<file path="src/rtl/sprite_rom_pkg.sv">
// Shared types and constants for the sprite/stage ROM arbiter.
// Requester numbering: background first, then the two player sprites.
package sprite_rom_pkg;

    function automatic int id_width(input int n);
        if (n > 1) begin
            return $clog2(n);
        end else begin
            return 1;
        end
    endfunction

    localparam int DEF_N_REQ  = 3;
    localparam int DEF_ADDR_W = 15;
    localparam int DEF_DATA_W = 3;

    localparam int REQ_BG = 0;
    localparam int REQ_P1 = 1;
    localparam int REQ_P2 = 2;

    typedef logic [DEF_ADDR_W-1:0]          rom_addr_t;
    typedef logic [DEF_DATA_W-1:0]          pix_idx_t;
    typedef logic [id_width(DEF_N_REQ)-1:0] req_id_t;

endpackage

</file>
<file path="src/rtl/sprite_rom_arbiter_rr_pick.sv">
// Combinational round-robin picker: first active request after rr_ptr.
// The scan index wraps by explicit compare so non-power-of-2 N_REQ works.
module rr_pick
    import sprite_rom_pkg::*;
#(
    parameter int N_REQ = DEF_N_REQ,
    parameter int ID_W  = id_width(N_REQ)
) (
    input  logic [N_REQ-1:0] req,
    input  logic [ID_W-1:0]  rr_ptr,
    output logic             valid,
    output logic [ID_W-1:0]  id
);

    localparam logic [ID_W-1:0] LAST_ID = ID_W'(N_REQ - 1);

    logic [ID_W-1:0] scan_s;

    // Walk rr_ptr+1 .. rr_ptr+N_REQ, keeping the first hit.
    always_comb begin
        valid  = 1'b0;
        id     = {ID_W{1'b0}};
        scan_s = rr_ptr;
        for (int k = 0; k < N_REQ; k++) begin
            if (scan_s == LAST_ID) begin
                scan_s = {ID_W{1'b0}};
            end else begin
                scan_s = scan_s + {{(ID_W-1){1'b0}}, 1'b1};
            end
            if (!valid && req[scan_s]) begin
                valid = 1'b1;
                id    = scan_s;
            end else begin
                valid = valid;
            end
        end
    end

endmodule

</file>
<file path="src/rtl/sprite_rom_arbiter.sv">
// Shares one synchronous-read ROM port among N_REQ pixel requesters and
// routes each returned palette index back to its requester via a tag pipe.
module sprite_rom_arbiter
    import sprite_rom_pkg::*;
#(
    parameter int N_REQ   = DEF_N_REQ,
    parameter int ADDR_W  = DEF_ADDR_W,
    parameter int DATA_W  = DEF_DATA_W,
    parameter int ROM_LAT = 1
) (
    input  logic                      vga_clk,
    input  logic                      reset_n,
    input  logic [N_REQ-1:0]          req,
    input  logic [N_REQ*ADDR_W-1:0]   req_addr,
    output logic [N_REQ-1:0]          gnt,
    output logic [ADDR_W-1:0]         rom_addr,
    input  logic [DATA_W-1:0]         rom_q,
    output logic [N_REQ-1:0]          rsp_valid,
    output logic [DATA_W-1:0]         rsp_data
);

    localparam int              ID_W    = id_width(N_REQ);
    localparam logic [ID_W-1:0] PTR_RST = ID_W'(N_REQ - 1);

    logic                pick_valid_s;
    logic [ID_W-1:0]     pick_id_s;
    logic [ADDR_W-1:0]   win_addr_s;
    logic [N_REQ-1:0]    gnt_s;
    logic [N_REQ-1:0]    rsp_onehot_s;

    logic [N_REQ-1:0]    gnt_r;
    logic [ADDR_W-1:0]   rom_addr_r;
    logic [ID_W-1:0]     rr_ptr_r;
    logic [ROM_LAT:0]    tag_valid_r;
    logic [ID_W-1:0]     tag_id_r [0:ROM_LAT];
    logic [N_REQ-1:0]    rsp_valid_r;
    logic [DATA_W-1:0]   rsp_data_r;

    rr_pick #(
        .N_REQ (N_REQ),
        .ID_W  (ID_W)
    ) u_rr_pick (
        .req    (req),
        .rr_ptr (rr_ptr_r),
        .valid  (pick_valid_s),
        .id     (pick_id_s)
    );

    // Winner's address slice and one-hot grant vector.
    always_comb begin
        win_addr_s = req_addr[pick_id_s*ADDR_W +: ADDR_W];
        gnt_s      = {N_REQ{1'b0}};
        if (pick_valid_s) begin
            gnt_s[pick_id_s] = 1'b1;
        end else begin
            gnt_s = {N_REQ{1'b0}};
        end
    end

    // Tail of the tag pipe decoded to a one-hot response owner.
    always_comb begin
        rsp_onehot_s = {N_REQ{1'b0}};
        if (tag_valid_r[ROM_LAT]) begin
            rsp_onehot_s[tag_id_r[ROM_LAT]] = 1'b1;
        end else begin
            rsp_onehot_s = {N_REQ{1'b0}};
        end
    end

    // Grant, ROM address, pointer, tag pipe and response registers.
    always_ff @(posedge vga_clk or negedge reset_n) begin
        if (!reset_n) begin
            gnt_r       <= {N_REQ{1'b0}};
            rom_addr_r  <= {ADDR_W{1'b0}};
            rr_ptr_r    <= PTR_RST;
            tag_valid_r <= {(ROM_LAT+1){1'b0}};
            for (int k = 0; k <= ROM_LAT; k++) begin
                tag_id_r[k] <= {ID_W{1'b0}};
            end
            rsp_valid_r <= {N_REQ{1'b0}};
            rsp_data_r  <= {DATA_W{1'b0}};
        end else begin
            gnt_r <= gnt_s;
            if (pick_valid_s) begin
                rom_addr_r <= win_addr_s;
                rr_ptr_r   <= pick_id_s;
            end else begin
                rom_addr_r <= rom_addr_r;
                rr_ptr_r   <= rr_ptr_r;
            end
            // Idle cycles push a bubble so tags stay aligned with ROM latency.
            tag_valid_r[0] <= pick_valid_s;
            tag_id_r[0]    <= pick_id_s;
            for (int k = 1; k <= ROM_LAT; k++) begin
                tag_valid_r[k] <= tag_valid_r[k-1];
                tag_id_r[k]    <= tag_id_r[k-1];
            end
            rsp_valid_r <= rsp_onehot_s;
            if (tag_valid_r[ROM_LAT]) begin
                rsp_data_r <= rom_q;
            end else begin
                rsp_data_r <= rsp_data_r;
            end
        end
    end

    assign gnt       = gnt_r;
    assign rom_addr  = rom_addr_r;
    assign rsp_valid = rsp_valid_r;
    assign rsp_data  = rsp_data_r;

endmodule

</file>
<file path="config.mk">
export PLATFORM = sky130hd
export DESIGN_NAME = sprite_rom_arbiter
export DESIGN_NICKNAME = d
export VERILOG_FILES = /design/src/rtl/sprite_rom_pkg.sv /design/src/rtl/sprite_rom_arbiter_rr_pick.sv /design/src/rtl/sprite_rom_arbiter.sv
export SDC_FILE = /design/constraint.sdc
export NUM_CORES = 1
export LEC_CHECK = 0
export ABC_CLOCK_PERIOD_IN_PS = 1360
export CORE_MARGIN = 3
export CORE_UTILIZATION = 34
export CTS_CLUSTER_SIZE = 8
export DETAILED_ROUTE_END_ITERATION = 10
export GPL_TIMING_DRIVEN = 0
export MAX_ROUTING_LAYER = met4
export PLACE_DENSITY = 0.77
export SLEW_MARGIN = 25
export SYNTH_ARGS = -nofsm -noshare
export SYNTH_HDL_FRONTEND = slang
export SYNTH_SLANG_ARGS = --single-unit
</file>
<file path="constraint.sdc">
create_clock -name vga_clk -period 1.36 [get_ports vga_clk]
set_input_delay 0.204 -clock vga_clk [delete_from_list [all_inputs] [get_ports vga_clk]]
set_output_delay 0.204 -clock vga_clk [all_outputs]
set_load 0.1 [all_outputs]
</file>
==> metrics.md, run 1 <==
| Metric | Value |
|---|---|
| M3 GR Usage | `0.04604` |
| CTS tree | `built` |
| Cell variety after synth | `27` |
| Vias/cell | `a little over 5` |
| Clock power share | `0.245` |
| Mapped Area | `1398 um2` |
| Synthesized instance count | `111` |
| Setup crit start kind | `register` |
| GRT Resource Usage Total | `0.1770` |
| Flop pwr share | `0.320` |
| PwrDens | `between 1500 and 2000 nW/um2` |
| Top FF cell, synth | `dfrtp_1` |
| WL per Instance | `between 15 and 20 um` |
| Status | `finished with violations` |
| Worst-Skew Late Latency | `0.28 ns` |
| Max Buffers Root-to-Sink | `2` |
| Fin crit share | `1.095` |
| Unrepaired setup endpoints after global routing | `true` |
| FP Rows | `22` |
| CP Max Fanout | `4` |
| Seq/Total Area, Yosys | `0.5739` |
| Die W | `70.12 um` |
| Hpwl dp | `roughly 3.0 mm` |
| Slew Viols, Final | `0` |
| Min setup slack post-route | `-0.1296 ns` |
| Data required time of the critical path | `between 1.5 and 2 ns` |
| Remaining DRCs | `0` |
| FFs w/ async S/R, synth | `1.000` |
| Syn nets | `about 160` |
| Highest Clock Rate | `0.6713 GHz` |
| Worst-case clock skew | `just under 0.006 ns` |
| Total die area | `between 4000 and 5000 um2` |
| Synthesized area per cell | `12.59 um2` |
| Met1 usage | `0.1960` |
| Gr ovfl total | `0` |
| Tot Pwr | `approximately 3.7 mW` |
| Clock slew at reported path FFs | `0.07 ns` |
| Max H-tree Level | `2` |
| Total internal power | `2.079 mW` |
| Share of layout cells above drive strength 1 | `0.3103` |
| Initial DRT Pass Iterations | `4` |
| Final wirelength | `around 4.2 mm` |
| Worst hold slack | `0.3617 ns` |
| Actual slew at the worst max-slew pin | `about 0.7 ns` |
| Initial antenna violation count | `0` |
| Final min period | `around 1.5 ns` |
| Post-synth EDFFs | `0` |
| Synth Register Bits | `32` |
| Finished Cell Area | `about 2400 um2` |
| Layer with the highest usage | `met2` |
| Largest net degree at the start of global routing | `33` |
| Antenna viol nets, final | `0` |
| IO Count | `slightly below 80` |
| Maximum vdd drop | `between 0.001 and 0.0015 V` |
| Starting density of the core | `0.3679` |
| # diodes | `0` |
| Pre-CTS setup slack | `-0.5029 ns` |
| CTS Root Cell | `clkbuf_8` |
| Vias | `~1,300` |
| Final setup fails | `16` |
| Layout fillers | `slightly below 300` |
| WS Path Type | `register to register` |
| Worst hold path type | `register to register` |
| Logic pwr share | `0.435` |
| Yosys warnings | `0` |
| Switching Fraction | `0.4330` |
| Violated checks | `setup timing` |
| CTS Sinks | `32` |
| Layout area overhead | `69.02%` |
| Max-Cap Viols | `0` |
| PortBufs | `76` |
| Detailed Route Iter0 Violations | `59` |
| Cell Area, Placed | `2221 um2` |
| Die Y | `70.12 um` |
| Core area | `roughly 3800 um2` |
| Lkg Pwr | `around 1.1 nW` |
| Vias in the first global route | `around 1,400` |
| Final net count | `around 260` |
| CP endpoint kind | `register` |
| CTS Buf Count | `5` |
| NetSw | `1.588 mW` |
| GP Congestion | `0.7078` |
| Rel. slew slack | `0.5317` |
| Final Hold Fails | `0` |
| First-pass GRT wire length | `6.665 mm` |
| Met2 usage | `0.3064` |
| CP Data Arrival Time | `~1.7 ns` |
[per-layer routing]
layer | wire length [um] | part of all wire
met1 | 1645 | 0.39
met2 | 2230 | 0.53
met5 | 0 | 0
met4 | 63 | 0.015
met3 | 242 | 0.058
[cell type report]
type,count,area (um2),share of cell area
inverters,3,13.76,0.005826
multi-input cells,69,583.1,0.2468
flip-flops and latches,32,802.0,0.3395
well taps,48,60.06,0.02542
plain buffers,7,73.82,0.03125
repair buffers,84,718.2,0.3040
clock inverters,3,42.54,0.01801
clock buffers,5,68.82,0.02913
[power by group through the flow]
stage / Clock, mW / Sequential (mW) / Combinational, mW
6_report: 0.900 / 1.17 / 1.60
5_1_grt: 0.960 / 1.19 / 1.66
4_1_cts: 0.920 / 1.17 / 1.56
3_5_place_dp: 0 / 1.18 / 1.59
3_3_place_gp: 0 / 1.18 / 1.57
2_1_floorplan: 0 / 2.01 / 0.274
[Yosys cell counts, types with 2 or more instances]
master,instances,area [um2]
dfrtp_1,31,775.7
a32oi_1,14,122.6
o21ai_0,7,35.03
and3b_1,2,17.52
a21oi_2,2,17.52
o21a_1,2,15.01
mux2_2,3,33.78
mux2i_1,14,140.1
nand2_1,2,7.510
buf_2,4,20.02
nor2b_1,3,18.77
nor3b_1,2,15.01
nor2_1,2,7.510
o21ai_1,7,35.03
inv_1,3,11.26
and2_1,2,12.51
[state kept, by name (all words and copies together) (netlist names)]
register,cells
tag_valid_r,2
tag_id_r,4
gnt,3
rsp_data,3
rsp_valid,3
rom_addr,15
rr_ptr_r,2
[cell families after synthesis]
kind of cell / Yosys count / share of synthesized area
buffers and inverters: 10 / 0.04386
DFF: 32 / 0.5739
and+or+nand+nor: 16 / 0.06984
muxes: 18 / 0.1352
AOI/OAI and AO/OA: 35 / 0.1773
[placed cells by master (no fill, tap or decap), types with 2 or more instances in the layout]
cell / count
inv_1: 2
buf_4: 5
clkdlybuf4s50_1: 51
mux2i_1: 13
a32oi_1: 14
buf_6: 5
and3b_1: 2
buf_12: 2
buf_2: 25
o21ai_1: 14
dfrtp_1: 31
nor2b_1: 2
clkbuf_8: 5
and2_1: 2
o21a_1: 2
nand2_1: 2
mux2_2: 3
[critical path, stage by stage (launching register included)]
cell      delay (ns)
dfstp_2         0.59
nand2b_4        0.15
a21oi_2         0.05
buf_6           0.14
mux2_4          0.29
o21a_1          0.17
[final timing paths]
path / depth (start not counted) / from / to / slack (ns)
setup / recovery: 5 / rr_ptr_r[1] / rom_addr[0] / -0.13
hold / removal: 0 / tag_valid_r[0] / tag_valid_r[1] / 0.36
setup reg to reg: 5 / rr_ptr_r[1] / rom_addr[0] / -0.13
hold reg to reg: 0 / tag_valid_r[0] / tag_valid_r[1] / 0.36
max in group asynchronous: 2 / reset_n / tag_id_r[1] / 0.39
min in group asynchronous: 2 / reset_n / rom_addr[0] / 0.51
[through the flow]
step	setup TNS [ns]	utilization	std cells
final	-0.9515	0.6219	251
after global routing	-2.033	0.6219	251
after CTS	-1.076	0.6103	248
after detailed placement	-15.72	0.5847	235
after global placement	-28.44	0.5860	235
after floorplan	-0.08860	-	111
[what timing repair did]
item / CTS / global route
setup buffers: 4 / 2
endpoints found under the setup margin: 38 / 23
hold buffers: 1 / 0
cloned: 0 / 1
hold endpoints to repair: 31 / 0
pin swaps: 2 / 2
resized for setup: 133 / 19
(Power assumes the default switching activity.)
==> run 2, diff against run 1 <==
--- a/config.mk
+++ b/config.mk
@@ -7,5 +7,5 @@
 export LEC_CHECK = 0
-export ABC_CLOCK_PERIOD_IN_PS = 1360
+export ABC_CLOCK_PERIOD_IN_PS = 1800
 export CORE_MARGIN = 3
-export CORE_UTILIZATION = 34
+export CORE_UTILIZATION = 41
 export CTS_CLUSTER_SIZE = 8
@@ -14,4 +14,3 @@
 export MAX_ROUTING_LAYER = met4
-export PLACE_DENSITY = 0.77
-export SLEW_MARGIN = 25
+export PLACE_DENSITY = 0.86
 export SYNTH_ARGS = -nofsm -noshare
==> constraint.sdc (replaced) <==
create_clock -name vga_clk -period 1.8 [get_ports vga_clk]
set_input_delay 0.54 -clock vga_clk [delete_from_list [all_inputs] [get_ports vga_clk]]
set_output_delay 0.54 -clock vga_clk [all_outputs]
set_load 0.1 [all_outputs]
==> metrics.md, run 2 (synthesis results as in run 1) <==
| Metric | Value |
|---|---|
| Status | `complete, no violations (was finished with violations)` |
| Remaining DRCs | `0 (unchanged)` |
| Initial antenna violation count | `0 (unchanged)` |
| Slowest cell on the critical path | `clkdlybuf4s50_1 (was dfstp_2)` |
| # hold bufs at CTS | `0 (was 1)` |
| Layout area overhead | `58.82% (was 69.02%)` |
| WL per Instance | `16.87 um (was 16.66 um)` |
| Vias | `1,273 (was 1,301)` |
| Met1 usage | `0.2452 (was 0.1960)` |
| Max Buffers Root-to-Sink | `2 (unchanged)` |
| Lkg Pwr | `1.015 nW (was 1.071 nW)` |
| Final setup fails | `0 (was 16)` |
| CP Max Fanout | `7 (was 4)` |
| Die W | `64.39 um (was 70.12 um)` |
| Gr ovfl total | `0 (unchanged)` |
| PortBufs | `76 (unchanged)` |
| Buf+Inv Stages, Crit Path | `2 (was 1)` |
| Maximum vdd drop | `0.0007035 V (was 0.001114 V)` |
| Layer with the highest usage | `met2 (unchanged)` |
| CP cell instances | `clkdlybuf4s50_1 > nor2b_1 > a21oi_2 > buf_6 > mux2_4 > o21a_1 (was nand2b_4 > a21oi_2 > buf_6 > mux2_4 > o21a_1)` |
| Highest Clock Rate | `~0.56 GHz` |
| Data required time of the critical path | `2.02 ns (was 1.53 ns)` |
| GP Congestion | `0.7697 (was 0.7078)` |
| Antenna viol nets, final | `0 (unchanged)` |
| First-pass GRT wire length | `6.637 mm (was 6.665 mm)` |
| Final min period | `around 1.8 ns` |
| Largest delay contributor family on the critical path | `buffers and inverters (was flip-flops)` |
| Die Y | `64.39 um (was 70.12 um)` |
| Cell Area, Placed | `2213 um2 (was 2221 um2)` |
| Share of layout cells above drive strength 1 | `0.2764 (was 0.3103)` |
| Rel. slew slack | `0.5480 (was 0.5317)` |
| Max FFs per register | `15 (unchanged)` |
| CTS tree | `built (unchanged)` |
| Hpwl dp | `3.067 mm (was 2.984 mm)` |
| Max H-tree Level | `2 (unchanged)` |
| Actual slew at the worst max-slew pin | `0.6779 ns (was 0.7024 ns)` |
| FP Rows | `20 (was 22)` |
| Tot Pwr | `2.433 mW (was 3.667 mW)` |
| Slew Viols, Final | `0 (unchanged)` |
| Commonest cells after routing, fill and taps aside | `51 x clkdlybuf4s50_1, 31 x dfrtp_1, 27 x buf_2, 14 x mux2i_1, 14 x a32oi_1 (was 51 x clkdlybuf4s50_1, 31 x dfrtp_1, 25 x buf_2, 14 x a32oi_1, 14 x o21ai_1)` |
| CTS Sinks | `32 (unchanged)` |
| PwrDens | `1096 nW/um2 (was 1552 nW/um2)` |
| Finished Cell Area | `2220 um2 (was 2362 um2)` |
| Largest net degree at the start of global routing | `33 (unchanged)` |
| CP endpoint kind | `register (unchanged)` |
| CP Data Arrival Time | `1.99 ns (was 1.66 ns)` |
| Critical Path Max Stage Delay | `0.53 ns (was 0.59 ns)` |
| Setup TNS | `0 ns (was -0.9515 ns)` |
| Worst hold slack | `0.2272 ns (was 0.3617 ns)` |
| Final Hold Fails | `0 (unchanged)` |
| GRT Resource Usage Total | `0.2215 (was 0.1770)` |
| Vias/cell | `5.239 (was 5.183)` |
| CTS Root Cell | `clkbuf_4 (was clkbuf_8)` |
| Worst-case clock skew | `0.01321 ns (was 0.005805 ns)` |
| Clock slew at reported path FFs | `0.10 ns (was 0.07 ns)` |
| Initial DRT Pass Iterations | `4 (unchanged)` |
| M3 GR Usage | `0.07381 (was 0.04604)` |
| Worst hold path type | `primary input to async pin (was register to register)` |
| Commonest non-fill, non-tap cell in the layout | `clkdlybuf4s50_1 (unchanged)` |
| Worst-Skew Late Latency | `0.34 ns (was 0.28 ns)` |
| Setup crit start kind | `primary input (was register)` |
| Final wirelength | `4.099 mm (was 4.182 mm)` |
| Detailed Route Iter0 Violations | `37 (was 59)` |
| Final net count | `251 (was 255)` |
| CTS Buf Count | `5 (unchanged)` |
| Met2 usage | `0.3673 (was 0.3064)` |
| Fin crit share | `0.9860` |
| WS Path Type | `primary input to register (was register to register)` |
| Total die area | `4145 um2 (was 4916 um2)` |
| Max-Cap Viols | `0 (unchanged)` |
| Core area | `3153 um2 (was 3799 um2)` |
| # diodes | `0 (unchanged)` |
| Starting density of the core | `0.4433 (was 0.3679)` |
| Vias in the first global route | `1,368 (was 1,366)` |
| IO Count | `77 (unchanged)` |
-- run 2: metrics by stage --
step | instances | setup slack, ns | util
6_report | 243 | 0.02514 | 0.7040
5_1_grt | 243 | -0.03174 | 0.7040
4_1_cts | 239 | -0.02072 | 0.7107
3_5_place_dp | 231 | -0.3979 | 0.7020
3_3_place_gp | 231 | -0.3388 | 0.7020
2_1_floorplan | 111 | 0.2736 | -
-- run 2: power by group --
part / switching, mW / internal, mW
registers: 0.0606 / 0.825
clock network: 0.245 / 0.150
logic: 0.856 / 0.297
total: 1.16 / 1.27
-- run 2: repair_timing --
action                     in CTS  in global routing
buffers inserted                0                  4
resized for setup             102                 24
setup endpoints to repair      30                 26
pin swaps                       0                  0
-- run 2: area by class of cell --
class | count | area (um2)
Fill cell | 256 | 933.4
Inverter | 3 | 11.26
Sequential cell | 32 | 802.0
Clock buffer | 5 | 37.54
Multi-Input combinational cell | 69 | 569.3
Tap cell | 44 | 55.05
Buffer | 7 | 50.05
Clock inverter | 3 | 18.77
Timing Repair Buffer | 80 | 675.6
-- run 2: path summary, 6_finish.rpt --
path	slack [ns]	to	cells after the start	start
setup / recovery	0.03	rom_addr[0]	6	req[1]
hold reg to reg	0.36	tag_id_r[1]	0	tag_id_r[3]
hold / removal	0.23	rom_addr[3]	1	reset_n
min in group vga_clk	0.36	tag_id_r[1]	0	tag_id_r[3]
setup reg to reg	0.16	rom_addr[0]	5	rr_ptr_r[1]
max in group asynchronous	1.13	tag_valid_r[0]	1	reset_n
-- run 2: metal layers --
layer / wire length, um / share of wire
met1: 1500 / 0.37
met2: 2250 / 0.55
met3: 255 / 0.062
met4: 93 / 0.023
met5: 0 / 0
==> run 3, diff against run 2 <==
- CELL_PAD_IN_SITES_DETAIL_PLACEMENT: default -> 1
- CELL_PAD_IN_SITES_GLOBAL_PLACEMENT: default -> 2
- CORE_UTILIZATION: 41 -> 24
- PLACE_DENSITY: 0.86 -> 0.85
- SKIP_LAST_GASP: default -> 1
==> metrics.md, run 3 (synthesis results as in run 1) <==
| Metric | Value |
|---|---|
| Pre-CTS setup slack | `-0.3840 ns (was -0.3979 ns)` |
| CP endpoint kind | `primary output (was register)` |
| GRT Resource Usage Total | `0.1347 (was 0.2215)` |
| Worst hold slack | `0.3106 ns (was 0.2272 ns)` |
| Share of layout cells above drive strength 1 | `0.3005 (was 0.2764)` |
| Final net count | `255 (was 251)` |
| Largest net degree at the start of global routing | `33 (unchanged)` |
| CP Max Fanout | `2 (was 7)` |
| First-pass GRT wire length | `6.686 mm (was 6.637 mm)` |
| Max Buffers Root-to-Sink | `2 (unchanged)` |
| CP Data Arrival Time | `1.21 ns (was 1.99 ns)` |
| Data required time of the critical path | `1.26 ns (was 2.02 ns)` |
| Clock slew at reported path FFs | `0.07 ns (was 0.10 ns)` |
| Worst hold path type | `primary input to async pin (unchanged)` |
| Vias in the first global route | `1,259 (was 1,368)` |
| Max FFs per register | `15 (unchanged)` |
| IO Count | `77 (unchanged)` |
| CTS Sinks | `32 (unchanged)` |
| PwrDens | `1122 nW/um2 (was 1096 nW/um2)` |
| CTS Buf Count | `5 (unchanged)` |
| Slowest cell on the critical path | `clkdlybuf4s15_2 (was clkdlybuf4s50_1)` |
| Final Hold Fails | `0 (unchanged)` |
| Final wirelength | `4.338 mm (was 4.099 mm)` |
| Critical Path Max Stage Delay | `0.57 ns (was 0.53 ns)` |
| Starting density of the core | `0.2507 (was 0.4433)` |
| Remaining DRCs | `0 (unchanged)` |
| Die W | `82.31 um (was 64.39 um)` |
| Unrepaired setup endpoints after global routing | `false` |
| Cell Area, Placed | `2243 um2 (was 2213 um2)` |
| Final min period | `1.748 ns (was 1.775 ns)` |
| Total die area | `6775 um2 (was 4145 um2)` |
| Worst-case clock skew | `0.002499 ns (was 0.01321 ns)` |
| Max-Cap Viols | `0 (unchanged)` |
| Status | `complete, no violations (unchanged)` |
| PortBufs | `76 (unchanged)` |
| Rel. slew slack | `0.5158 (was 0.5480)` |
| WL per Instance | `15.77 um (was 16.87 um)` |
| Highest Clock Rate | `0.5720 GHz (was 0.5634 GHz)` |
| Lkg Pwr | `1.082 nW (was 1.015 nW)` |
| Final setup fails | `0 (unchanged)` |
| Vias/cell | `4.538 (was 5.239)` |
| Commonest cells after routing, fill and taps aside | `50 x clkdlybuf4s50_1, 31 x dfrtp_1, 20 x clkdlybuf4s15_2, 14 x mux2i_1, 14 x a32oi_1 (was 51 x clkdlybuf4s50_1, 31 x dfrtp_1, 27 x buf_2, 14 x mux2i_1, 14 x a32oi_1)` |
| # diodes | `0 (unchanged)` |
| # hold bufs at CTS | `0 (unchanged)` |
| Die Y | `82.31 um (was 64.39 um)` |
| Max H-tree Level | `2 (unchanged)` |
| Reg2reg setup slack | `0.27 ns (was 0.16 ns)` |
| Maximum vdd drop | `0.0004270 V (was 0.0007035 V)` |
| Actual slew at the worst max-slew pin | `0.7263 ns (was 0.6779 ns)` |
| Initial antenna violation count | `0 (unchanged)` |
| Commonest non-fill, non-tap cell in the layout | `clkdlybuf4s50_1 (unchanged)` |
| Initial DRT Pass Iterations | `4 (unchanged)` |
| CTS Root Cell | `clkbuf_8 (was clkbuf_4)` |
| Slew Viols, Final | `0 (unchanged)` |
| Fin crit share | `0.9713 (was 0.9860)` |
| Buf+Inv Stages, Crit Path | `1 (was 2)` |
| Hpwl dp | `3.080 mm (was 3.067 mm)` |
| GP Congestion | `0.6566 (was 0.7697)` |
| Largest delay contributor family on the critical path | `buffers and inverters (unchanged)` |
| WS Path Type | `register to primary output (was primary input to register)` |
| CP cell instances | `clkdlybuf4s15_2 (was clkdlybuf4s50_1 > nor2b_1 > a21oi_2 > buf_6 > mux2_4 > o21a_1)` |
| Tot Pwr | `2.794 mW (was 2.433 mW)` |
| Detailed Route Iter0 Violations | `28 (was 37)` |
| Vias | `1,248 (was 1,273)` |
| CTS tree | `built (unchanged)` |
| Setup crit start kind | `register (was primary input)` |
| Gr ovfl total | `0 (unchanged)` |
| Antenna viol nets, final | `0 (unchanged)` |
| Sequential cell area | `802.0 um2 (unchanged)` |
| Min setup slack post-route | `0.05160 ns (was 0.02514 ns)` |
| Core area | `5574 um2 (was 3153 um2)` |
| Finished Cell Area | `2491 um2 (was 2220 um2)` |
| FP Rows | `27 (was 20)` |
| Layout fillers | `606 (was 256)` |
| Multi-input gate area | `571.8 um2 (was 569.3 um2)` |
| Worst-Skew Late Latency | `0.28 ns (was 0.34 ns)` |
| Layout area overhead | `78.25% (was 58.82%)` |
run 3: timing repair:
action / CTS / global route
resized for setup: 77 / 13
endpoints found under the setup margin: 36 / 14
setup buffers: 0 / 8
pin swaps: 0 / 1
run 3: worst paths after layout:
path | startpoint | end | cells past startpoint
max in group asynchronous | reset_n | rsp_data[2] | 1
setup reg to reg | rr_ptr_r[1] | rom_addr[0] | 5
hold reg to reg | tag_id_r[2] | tag_id_r[0] | 0
setup / recovery | rom_addr[13] | rom_addr[13] | 1
min in group vga_clk | tag_id_r[2] | tag_id_r[0] | 0
hold / removal | reset_n | rom_addr[0] | 1
run 3: final cells by class:
type,count,share of cell area
Multi-Input combinational cell,69,0.2295
Inverter,3,0.004520
Clock buffer,5,0.02762
Tap cell,72,0.03616
Sequential cell,32,0.3219
Buffer,7,0.02461
Timing Repair Buffer,84,0.3385
Clock inverter,3,0.01708
run 3: power by group:
| part | total [mW] | switching [mW] | internal (mW) |
|---|---|---|---|
| combinational | 1.22 | 0.861 | 0.361 |
| clock | 0.689 | 0.279 | 0.409 |
| sequential | 0.883 | 0.0574 | 0.826 |
run 3: metrics by stage:
step	setup TNS (ns)	cells	util
after CTS	0	267	0.4314
after global placement	-23.28	259	0.4034
final	0	275	0.4469
after global routing	0	275	0.4469
after floorplan	0	111	-
after detailed placement	-10.34	259	0.4025
run 3: routing by layer:
layer,part of all wire,global-route usage,routed length [um]
met4,0.0067,0.02492,29
met2,0.52,0.2204,2255
met1,0.42,0.1652,1806
met5,0,-,0
met3,0.057,0.04121,246
